### src/rtl/yin_tau_picker.sv
// YIN absolute-threshold tau picker: consumes d'(tau) beats for tau 1..MAX_TAU-1, emits one result per frame.
// Optional macro YIN_GLOBAL_MIN_FALLBACK_EN: unvoiced frames report the global minimum instead of tau=0/all-ones.
module yin_tau_picker #(
    parameter int unsigned DATA_WIDTH = 64,
    parameter int unsigned MAX_TAU    = 40,
    parameter int unsigned TAU_BITS   = 6
) (
    input  logic                  clk,
    input  logic                  reset,
    input  logic [DATA_WIDTH-1:0] threshold,
    input  logic                  in_valid,
    output logic                  in_ready,
    input  logic [DATA_WIDTH-1:0] in_value,
    input  logic                  in_last,
    output logic                  out_valid,
    input  logic                  out_ready,
    output logic [TAU_BITS-1:0]   out_tau,
    output logic [DATA_WIDTH-1:0] out_value,
    output logic                  out_voiced,
    output logic                  out_short
);

    localparam logic [TAU_BITS-1:0] LAST_TAU  = TAU_BITS'(MAX_TAU - 1);
    localparam logic [TAU_BITS-1:0] FIRST_TAU = TAU_BITS'(1);

    typedef enum logic [1:0] {
        SEARCH  = 2'd0,
        DESCEND = 2'd1,
        DRAIN   = 2'd2,
        HOLD    = 2'd3
    } state_t;

    state_t                state;
    logic [TAU_BITS-1:0]   tau_cnt;
    logic [DATA_WIDTH-1:0] thr_q;
    logic [DATA_WIDTH-1:0] best_val;
    logic [TAU_BITS-1:0]   best_tau;

    logic                  accept;
    logic                  first_beat;
    logic                  closing;
    logic                  below_thr;
    logic [DATA_WIDTH-1:0] thr_eff;
    state_t                eval_state;
    logic [DATA_WIDTH-1:0] eval_val;
    logic [TAU_BITS-1:0]   eval_tau;
    logic [DATA_WIDTH-1:0] unvoiced_val;
    logic [TAU_BITS-1:0]   unvoiced_tau;

    // Evaluate the current beat against the search state; the first beat compares against the live threshold.
    always_comb begin
        accept     = in_valid && in_ready;
        first_beat = (tau_cnt == FIRST_TAU);
        closing    = in_last || (tau_cnt == LAST_TAU);
        thr_eff    = first_beat ? threshold : thr_q;
        below_thr  = (in_value < thr_eff);
        eval_state = state;
        eval_val   = best_val;
        eval_tau   = best_tau;
        case (state)
            SEARCH: begin
                if (below_thr) begin
                    eval_state = DESCEND;
                    eval_val   = in_value;
                    eval_tau   = tau_cnt;
                end
            end
            DESCEND: begin
                if (in_value < best_val) begin
                    eval_val = in_value;
                    eval_tau = tau_cnt;
                end else begin
                    eval_state = DRAIN;
                end
            end
            default: begin
            end
        endcase
    end

`ifdef YIN_GLOBAL_MIN_FALLBACK_EN
    logic [DATA_WIDTH-1:0] gmin_val;
    logic [TAU_BITS-1:0]   gmin_tau;
    logic [DATA_WIDTH-1:0] gmin_next_val;
    logic [TAU_BITS-1:0]   gmin_next_tau;

    // Running global minimum including the current beat; strict < keeps the earliest tau on ties.
    always_comb begin
        gmin_next_val = gmin_val;
        gmin_next_tau = gmin_tau;
        if (first_beat || (in_value < gmin_val)) begin
            gmin_next_val = in_value;
            gmin_next_tau = tau_cnt;
        end
        unvoiced_val = gmin_next_val;
        unvoiced_tau = gmin_next_tau;
    end

    always_ff @(posedge clk) begin
        if (reset) begin
            gmin_val <= '0;
            gmin_tau <= '0;
        end else if (accept) begin
            gmin_val <= gmin_next_val;
            gmin_tau <= gmin_next_tau;
        end
    end
`else
    always_comb begin
        unvoiced_val = '1;
        unvoiced_tau = '0;
    end
`endif

    // Frame FSM with registered handshake and result outputs.
    always_ff @(posedge clk) begin
        if (reset) begin
            state      <= SEARCH;
            tau_cnt    <= FIRST_TAU;
            thr_q      <= '0;
            best_val   <= '0;
            best_tau   <= '0;
            in_ready   <= 1'b1;
            out_valid  <= 1'b0;
            out_tau    <= '0;
            out_value  <= '0;
            out_voiced <= 1'b0;
            out_short  <= 1'b0;
        end else begin
            case (state)
                HOLD: begin
                    if (out_ready) begin
                        state     <= SEARCH;
                        out_valid <= 1'b0;
                        in_ready  <= 1'b1;
                    end
                end
                default: begin
                    if (accept) begin
                        if (first_beat) begin
                            thr_q <= threshold;
                        end
                        best_val <= eval_val;
                        best_tau <= eval_tau;
                        if (closing) begin
                            state     <= HOLD;
                            tau_cnt   <= FIRST_TAU;
                            out_valid <= 1'b1;
                            in_ready  <= 1'b0;
                            out_short <= in_last && (tau_cnt < LAST_TAU);
                            if (eval_state != SEARCH) begin
                                out_voiced <= 1'b1;
                                out_tau    <= eval_tau;
                                out_value  <= eval_val;
                            end else begin
                                out_voiced <= 1'b0;
                                out_tau    <= unvoiced_tau;
                                out_value  <= unvoiced_val;
                            end
                        end else begin
                            state   <= eval_state;
                            tau_cnt <= tau_cnt + TAU_BITS'(1);
                        end
                    end
                end
            endcase
        end
    end

endmodule

### config.mk
export PLATFORM = sky130hd
export DESIGN_NAME = yin_tau_picker
export DESIGN_NICKNAME = d
export VERILOG_FILES = /design/src/rtl/yin_tau_picker.sv
export SDC_FILE = /design/constraint.sdc
export NUM_CORES = 1
export LEC_CHECK = 0
export CORE_MARGIN = 5
export CORE_UTILIZATION = 59
export DETAILED_ROUTE_END_ITERATION = 6
export PLACE_DENSITY = 0.87
export SYNTH_ARGS = -nofsm -noshare
export SYNTH_HDL_FRONTEND = slang
export SYNTH_SLANG_ARGS = --single-unit
### constraint.sdc
create_clock -name clk -period 7.1 [get_ports clk]
set_clock_uncertainty 0.2 [all_clocks]
set_input_delay 1.42 -clock clk [delete_from_list [all_inputs] [get_ports clk]]
set_output_delay 1.42 -clock clk [all_outputs]
set_load 0.005 [all_outputs]
==> Word level (Yosys, flattened, before mapping) <==
Index checks and enable logic that the tools add are counted.
Widths: inputs -> output; s select.
{ "totals": {"register_bits": 216, "inputBits": 133, "out_inout_bits": 74, "wordCells": 58} }
{ "op_classes": {"n_addsub": 1, "magnitude_cmp": 3, "eq_ne": 5, "n_mux": 26, "bitwise_logic": 1, "reduce_logical": 11} }
{ "ops": {"columns": ["cell", "count"], "rows": [
  ["$mux 64", 4],
  ["$lt 64x64->1", 2],
  ["$pmux 64 s2", 1],
  ["$mux 6", 4],
  ["$mux 2", 6],
  ["$pmux 6 s2", 1],
  ["$mux 1", 9],
  ["$add 6x1->6 const B", 1],
  ["$eq 6x1->1 const B", 1],
  ["$eq 6x6->1 const B", 1],
  ["$lt 6x6->1 const B", 1],
  ["$reduce_and 3->1", 2],
  ["$reduce_bool 2->1", 3],
  ["$pmux 2 s2", 1],
  ["$reduce_and 2->1", 2],
  ["$eq 2x1->1 const B", 1],
  ["$eq 2x2->1 const B", 1],
  ["$logic_and 1x1->1", 2],
  ["$logic_not 2->1", 1],
  ["$ne 2x2->1 const B", 1],
  ["$logic_or 1x1->1", 1],
  ["$not 1->1", 1]
]} }

==> Depth between registers and ports, before layout <==
Gate-level depths: netlist of run 1.
{ "depth": {"depth_word": 8, "mapped_depth": 18, "ltp_nobuf": 14} }

==> Worst setup path before layout of run 1 <==
Ideal clock, no wire load.
{ "synth_path": {"kind": "register -> register", "from": "reg tau_cnt[1]", "to": "reg best_val[55]", "setup_time_ns": 0.132, "arrival_time_ns": 3.912, "required_ns": 6.768, "slack_ns": 2.855, "path_stages_with_launch": 19, "path_buffers": 4, "synth_period_minus_slack_ns": 4.245, "path_cell_list": "dfxtp_1 > inv_1 > ha_1 > nand3_1 > clkbuf_1 > buf_1 > mux2i_1 > ha_1 > a21oi_1 > nor2_1 > a2111oi_0 > a21oi_1 > a2111oi_1 > o211ai_1 > o31a_2 > buf_6 > buf_4 > o31ai_1 > a21oi_1"} }
{ "synth_via": {"elab_chain_len": 5} }
{ "synth_rtl": {"columns": ["element", "line_no", "text"], "rows": [
  ["start: declaration", "34", "logic [TAU_BITS-1:0] tau_cnt;"],
  ["start signal: assignment", "162", "tau_cnt <= tau_cnt + TAU_BITS'(1);"],
  ["$eq 6x1->1", "53", "first_beat = (tau_cnt == FIRST_TAU);"],
  ["$mux 64", null, null],
  ["$lt 64x64->1", "56", "below_thr = (in_value < thr_eff);"],
  ["$mux 64", "62", "if (below_thr) begin"],
  ["$pmux 64 s2", "60", "case (state)"],
  ["end signal: assignment", "143", "best_val <= eval_val;"],
  ["end: declaration", "36", "logic [DATA_WIDTH-1:0] best_val;"]
]} }
Every way passes these cells.
A chain may end at the register's enable or synchronous reset.

==> Worst setup path after layout of run 1 <==
{ "layout_path": {"from": "reg tau_cnt[1]", "to": "reg best_val[26]"} }
Same word-level chain as after synthesis.

==> results of run 1 <==
cell families after synthesis:
kind of cell               after synthesis  synth area share [%]
muxes                                   69                  5.43
xor gates and xnor gates                 4                 0.275
DFF                                    216                  34.0
adders and majority gates              128                  12.6
and+or+nand+nor                        401                  15.9
AOI/OAI and AO/OA                      456                  25.1
buffers and inverters                  209                  6.72
power groups by stage:
stage	Sequential [uW]	Combinational (uW)	Clock, uW
floorplan	1400	727	0
global placement	1420	1050	0
detailed placement	1420	1090	0
CTS	1400	1100	1320
global route	1410	1220	1370
finish	1400	1120	1320
per-layer routing:
metal,vias up,global-route usage (%),wire length (um)
li1,5817,-,-
met1,5898,40.9,15900
met2,736,48.9,17900
met3,107,5.61,3920
met4,0,11.8,1230
met5,-,0,0
cells in the final DEF (no fill, tap or decap), types with 3 or more instances in the layout:
cell type,synthesis,final
nand2_1,40,39
a31oi_1,4,4
inv_1,73,73
clkdlybuf4s50_1,0,205
nand4_1,90,90
a221o_1,5,5
nor3_1,5,5
mux2i_1,69,69
clkbuf_16,0,25
nand2b_1,12,12
o21ai_0,20,20
bufinv_16,0,3
clkinv_2,0,7
a21o_1,10,9
o31ai_1,66,65
a211oi_1,129,129
dfxtp_1,216,215
o21a_1,7,7
a211oi_2,10,10
o21ai_1,4,4
ha_1,128,128
nor2_1,155,153
nor2_4,0,3
xor2_1,3,3
nand3_1,14,12
nor4_1,71,71
a21oi_1,109,109
o211ai_1,5,5
o21bai_1,66,66
clkbuf_1,99,5
buf_4,5,14
clkbuf_8,0,4
critical path: stages, from the launching register on:
cell and delay (ps):
dfxtp_1 400, inv_1 60, ha_1 240, nand3_4 290, buf_4 780, mux2i_1 280
ha_1 370, nand4_1 110, or3_1 440, nor4_1 700, and2_1 240, a211oi_1 140
o211ai_1 330, o31a_2 260, buf_4 690, o31ai_1 180, a21oi_1 230
final timing paths:
kind	endpoint	cells past startpoint	slack, ps	startpoint
setup / recovery	best_val[26]	16	980	tau_cnt[1]
hold / removal	best_tau[1]	2	280	best_tau[1]
setup reg to reg	best_val[26]	16	980	tau_cnt[1]
hold reg to reg	best_tau[1]	2	280	best_tau[1]
flip-flops by register name, summed over array words and instances (netlist names):
register    cells
thr_q          64
in_ready        1
state           2
best_tau        6
out_valid       1
out_voiced      1
out_short       1
tau_cnt         6
out_tau         6
out_value      64
best_val       64
synthesized netlist by cell type, types with 2 or more instances:
master / instances / area [um2]
dfxtp_1: 216 / 4320
nor2_1: 155 / 582
a211oi_1: 129 / 968
ha_1: 128 / 1600
a21oi_1: 109 / 546
clkbuf_1: 99 / 372
nand4_1: 90 / 563
inv_1: 73 / 274
nor4_1: 71 / 444
mux2i_1: 69 / 691
o21bai_1: 66 / 495
o31ai_1: 66 / 495
nand2_1: 40 / 150
buf_2: 24 / 120
o21ai_0: 20 / 100
nand3_1: 14 / 70.1
nand2b_1: 12 / 75.1
a211oi_2: 10 / 125
a21o_1: 10 / 75.1
o21a_1: 7 / 52.6
a221o_1: 5 / 50.1
buf_4: 5 / 37.5
nor3_1: 5 / 25.0
o211ai_1: 5 / 37.5
a31oi_1: 4 / 25.0
buf_1: 4 / 15.0
o21ai_1: 4 / 20.0
and3_1: 3 / 18.8
buf_6: 3 / 33.8
xor2_1: 3 / 26.3
a2111oi_0: 2 / 17.5
a221oi_1: 2 / 17.5
a311oi_1: 2 / 17.5
nor2b_1: 2 / 12.5
o221ai_1: 2 / 17.5
or3_1: 2 / 12.5
metrics by stage:
stage	hold slack [ps]	utilization (%)	power, uW
2_1_floorplan	249	-	2130
3_3_place_gp	257	69.7	2470
3_5_place_dp	273	69.7	2510
4_1_cts	283	73.6	3810
5_1_grt	300	73.7	4000
6_report	282	73.7	3830
cell type report:
| cell class | instances | area (um2) | area share (%) |
|---|---|---|---|
| clock inverters | 10 | 125 | 0.803 |
| repair buffers | 221 | 2190 | 14.0 |
| clock buffers | 34 | 699 | 4.49 |
| well taps | 275 | 344 | 2.21 |
| multi-input cells | 1058 | 7620 | 48.9 |
| diodes | 1 | 2.50 | 0.0161 |
| inverters | 74 | 278 | 1.78 |
| flip-flops and latches | 216 | 4330 | 27.8 |
==> results.txt, run 1 <==
Count of different cell masters after synthesis: 58
Worst-path clk slew: 60 ps
Post-CTS Setup Inserts: 0
Post-DRT Antenna Nets: 0
Sequential share of power: 36.5%
Worst slew margin: 27.7%
Ys Warns: 0
Clk pwr share: 34.4%
Total CTS buffers: 24
Status: finished clean
Vias in the first global route: 12.5k
Instance count of the mapped netlist: 1483
CP Class: register to register
Tmin final: 6120 ps
First-pass GRT wire length: 62600 um
Rows: 53
Die height: 157 um
Main synth FF type: dfxtp_1
PwrDens: 246 mW/mm2
Max Fclk: 0.163 GHz
Final period utilization: 86.2%
CP Data Required Time: 7330 ps
Worst slack, placed: 1240 ps
Max Cap Viol: 0
Io pins: 207
Clk buf depth: 3
PnR worst setup slack: 980 ps
Fillers: 1514
Highest fanout seen on the critical path: 66
Final Wtd Congestion: 0.863
Drt total wl: 39000 um
Per-cell routed wire length: 20.6 um
Slew @ Worst Pin: 1090 ps
Via count: 12.6k
Via density: 6.65
CTS tree: done
Initial DRT Pass Iterations: 6
Clk_lat worst skew: 520 ps
Hold WC Path Type: register to register
Non-filler cells, final: 1889
Initial Util: 60.2%
Clock root buffer: clkbuf_16
Worst Setup Start Kind: register
Die ar.: 0.0246 mm2
Area of the mapped netlist: 0.0127 mm2
EDFF count, synth: 0
Seq/Total Area, Yosys: 34.0%
VDD IR max: 0.198 mV
Core ar.: 0.0212 mm2
Overflow after GRT: 0
Die extent in x: 157 um
Synthesized Nets: 1744
Hold_buf cts: 0
Port bufs: 206
Detailed Place HPWL: 24500 um
Switching power: 1280 uW
Final nets: 1856
Final slew viol count: 0
Sw Share: 33.3%
Final TNS setup: 0 ps
Layout area overhead: 22.4%
DP Area: 0.0148 mm2
Int Pwr: 2560 uW
Final instance area: 0.0156 mm2
Synth Register Bits: 216
Share of layout cells above drive strength 1: 5.08%
Combinational share of power: 29.2%
H-tree levels: 1
Avg Synthesized Cell Area: 8.58 um2
PostCTS Resize Cnt: 0
Worst Setup End Kind: register
Async S/R FF share, synth: 0%
Final setup viols: 0
Worst Path Arrival: 6350 ps
Final Hold Viols: 0
CTS Sinks: 216
Total GRT Usage: 30.5%
DR iter-0 viols: 1352
Largest net degree at the start of global routing: 131
Placed insts: 1844
Leakage: 0.00578 uW
Unrepaired setup endpoints after global routing: false
DRC violations left: 0
Initial antenna violation count: 1
Note: power is estimated with default switching activity, not from simulation.
==> inputs of run 2 (changes only) <==
Settings changed: CORE_MARGIN 5 to not set, RECOVER_POWER set to 50.
==> results.txt, run 2 (synthesis gave the netlist of run 1 again) <==
Die ar.: 0.0222 mm2
PostCTS Resize Cnt: 0
Initial DRT Pass Iterations: 6
Worst-path clk slew: 60 ps
Final setup viols: 0
Largest net degree at the start of global routing: 95
Via density: 6.63
H-tree levels: 1
Final slew viol count: 192
Hold WC Path Type: register to register
Rows: 53
Hold Path End: best_tau[4]
R2R depth: 15
Status: complete, but fails checks
DRC violations left: 0
Final Hold Viols: 0
Post-DRT Antenna Nets: 0
Highest-count cells in the layout ignoring fill and taps: 215 x dfxtp_1, 154 x nor2_1, 130 x clkdlybuf4s50_1, 129 x a211oi_1, 128 x ha_1
Leakage: 0.00599 uW
Max Fclk: 0.162 GHz
Failing checks: max-capacitance violations, max-slew violations
Commonest non-fill, non-tap cell in the layout: dfxtp_1
Crit-path max cell delay: 2810 ps
PwrDens: 244 mW/mm2
Unrepaired setup endpoints after global routing: false
DR iter-0 viols: 1301
CP Data Required Time: 7310 ps
Core ar.: 0.0211 mm2
Reg2reg setup slack: 1360 ps
Io pins: 207
Detailed Place HPWL: 24400 um
Die extent in x: 149 um
CTS Sinks: 216
Worst Path Arrival: 6370 ps
Fillers: 1532
Share of layout cells above drive strength 1: 5.07%
CP Class: primary input to register
Cell Chain, Critical Path: dlygate4sd3_1, and3_4, nand2_1, clkbuf_1, nand2b_1, a211oi_1
Total CTS buffers: 24
Non-filler cells, final: 1892
Tmin final: 6160 ps
Slew @ Worst Pin: 3980 ps
Layout area overhead: 22.6%
Drt total wl: 38000 um
Worst path slowest cell: clkbuf_1
Final Wtd Congestion: 0.851
Final period utilization: 86.8%
Cell count of the worst hold path: 2
Clk buf depth: 3
Vias in the first global route: 12.5k
Max Cap Viol: 4
Port bufs: 206
Worst slew margin: -165%
Area of the multi-input gates: 0.00761 mm2
Worst Setup End Kind: register
Highest fanout seen on the critical path: 74
VDD IR max: 0.192 mV
Final TNS setup: 0 ps
R2r startpoint: tau_cnt[3]
Register area: 0.00433 mm2
Hold_sp: best_tau[4]
Per-cell routed wire length: 20.1 um
Overflow after GRT: 0
Final nets: 1861
First-pass GRT wire length: 61100 um
CTS tree: done
Initial antenna violation count: 2
Hold_buf cts: 0
Via count: 12.5k
Die height: 149 um
Total GRT Usage: 33.6%
RR Endpoint: best_tau[3]
Clock root buffer: clkbuf_16
Worst Setup Start Kind: primary input
Placed insts: 1849
Biggest regs: best_val (64), out_value (64), thr_q (64)
CP bufs+invs: 2
Initial Util: 60.4%
Post-CTS Setup Inserts: 0
Delay-heaviest family, CP: buffers and inverters
Clk_lat worst skew: 520 ps
## run 2: layout make-up
| cell class | instances | area share [%] |
|---|---|---|
| diodes | 1 | 0.0160 |
| repair buffers | 226 | 14.2 |
| well taps | 275 | 2.20 |
| clock inverters | 2 | 0.240 |
| inverters | 74 | 1.78 |
| flip-flops and latches | 216 | 27.7 |
| multi-input cells | 1058 | 48.7 |
| clock buffers | 40 | 5.14 |
## run 2: power by group
| group | internal (uW) | total (uW) | switching [uW] |
|---|---|---|---|
| Clock | 799 | 1300 | 502 |
| Sequential | 1320 | 1400 | 72.8 |
| Combinational | 436 | 1110 | 675 |
## run 2: tightest hold or removal path, stage by stage, from the launching register on
cell and delay [ps]:
dfxtp_1 310, o31ai_1 60, a21oi_1 60
## run 2: worst max path at each step
stage	start	endpoint	slack, ps	cells past startpoint
detailed placement	threshold[45]	best_tau[2]	1400	13
CTS	tau_cnt[3]	out_value[19]	1460	14
finish	in_valid	tau_cnt[1]	940	6
global placement	threshold[46]	best_tau[3]	1560	13
floorplan	tau_cnt[1]	best_val[55]	2860	18
global route	in_valid	tau_cnt[1]	760	6
## run 2: per-stage QoR
step	area (um2)	power (uW)	hold slack, ps	utilization [%]	worst slack, ps
floorplan	12700	2130	249	-	2860
global placement	14800	2470	257	70.1	1560
detailed placement	14800	2510	265	70.1	1400
CTS	15600	3800	276	74.1	1460
global route	15600	3970	286	74.0	763
finish	15600	3810	271	74.0	940
## run 2: layer usage
| layer | track usage, % | up-vias | routed length [um] |
|---|---|---|---|
| li1 | - | 5810 | - |
| met1 | 42.5 | 5900 | 15100 |
| met2 | 55.8 | 702 | 17900 |
| met3 | 4.77 | 129 | 3500 |
| met4 | 16.9 | 2 | 1490 |
| met5 | 0 | - | 13 |
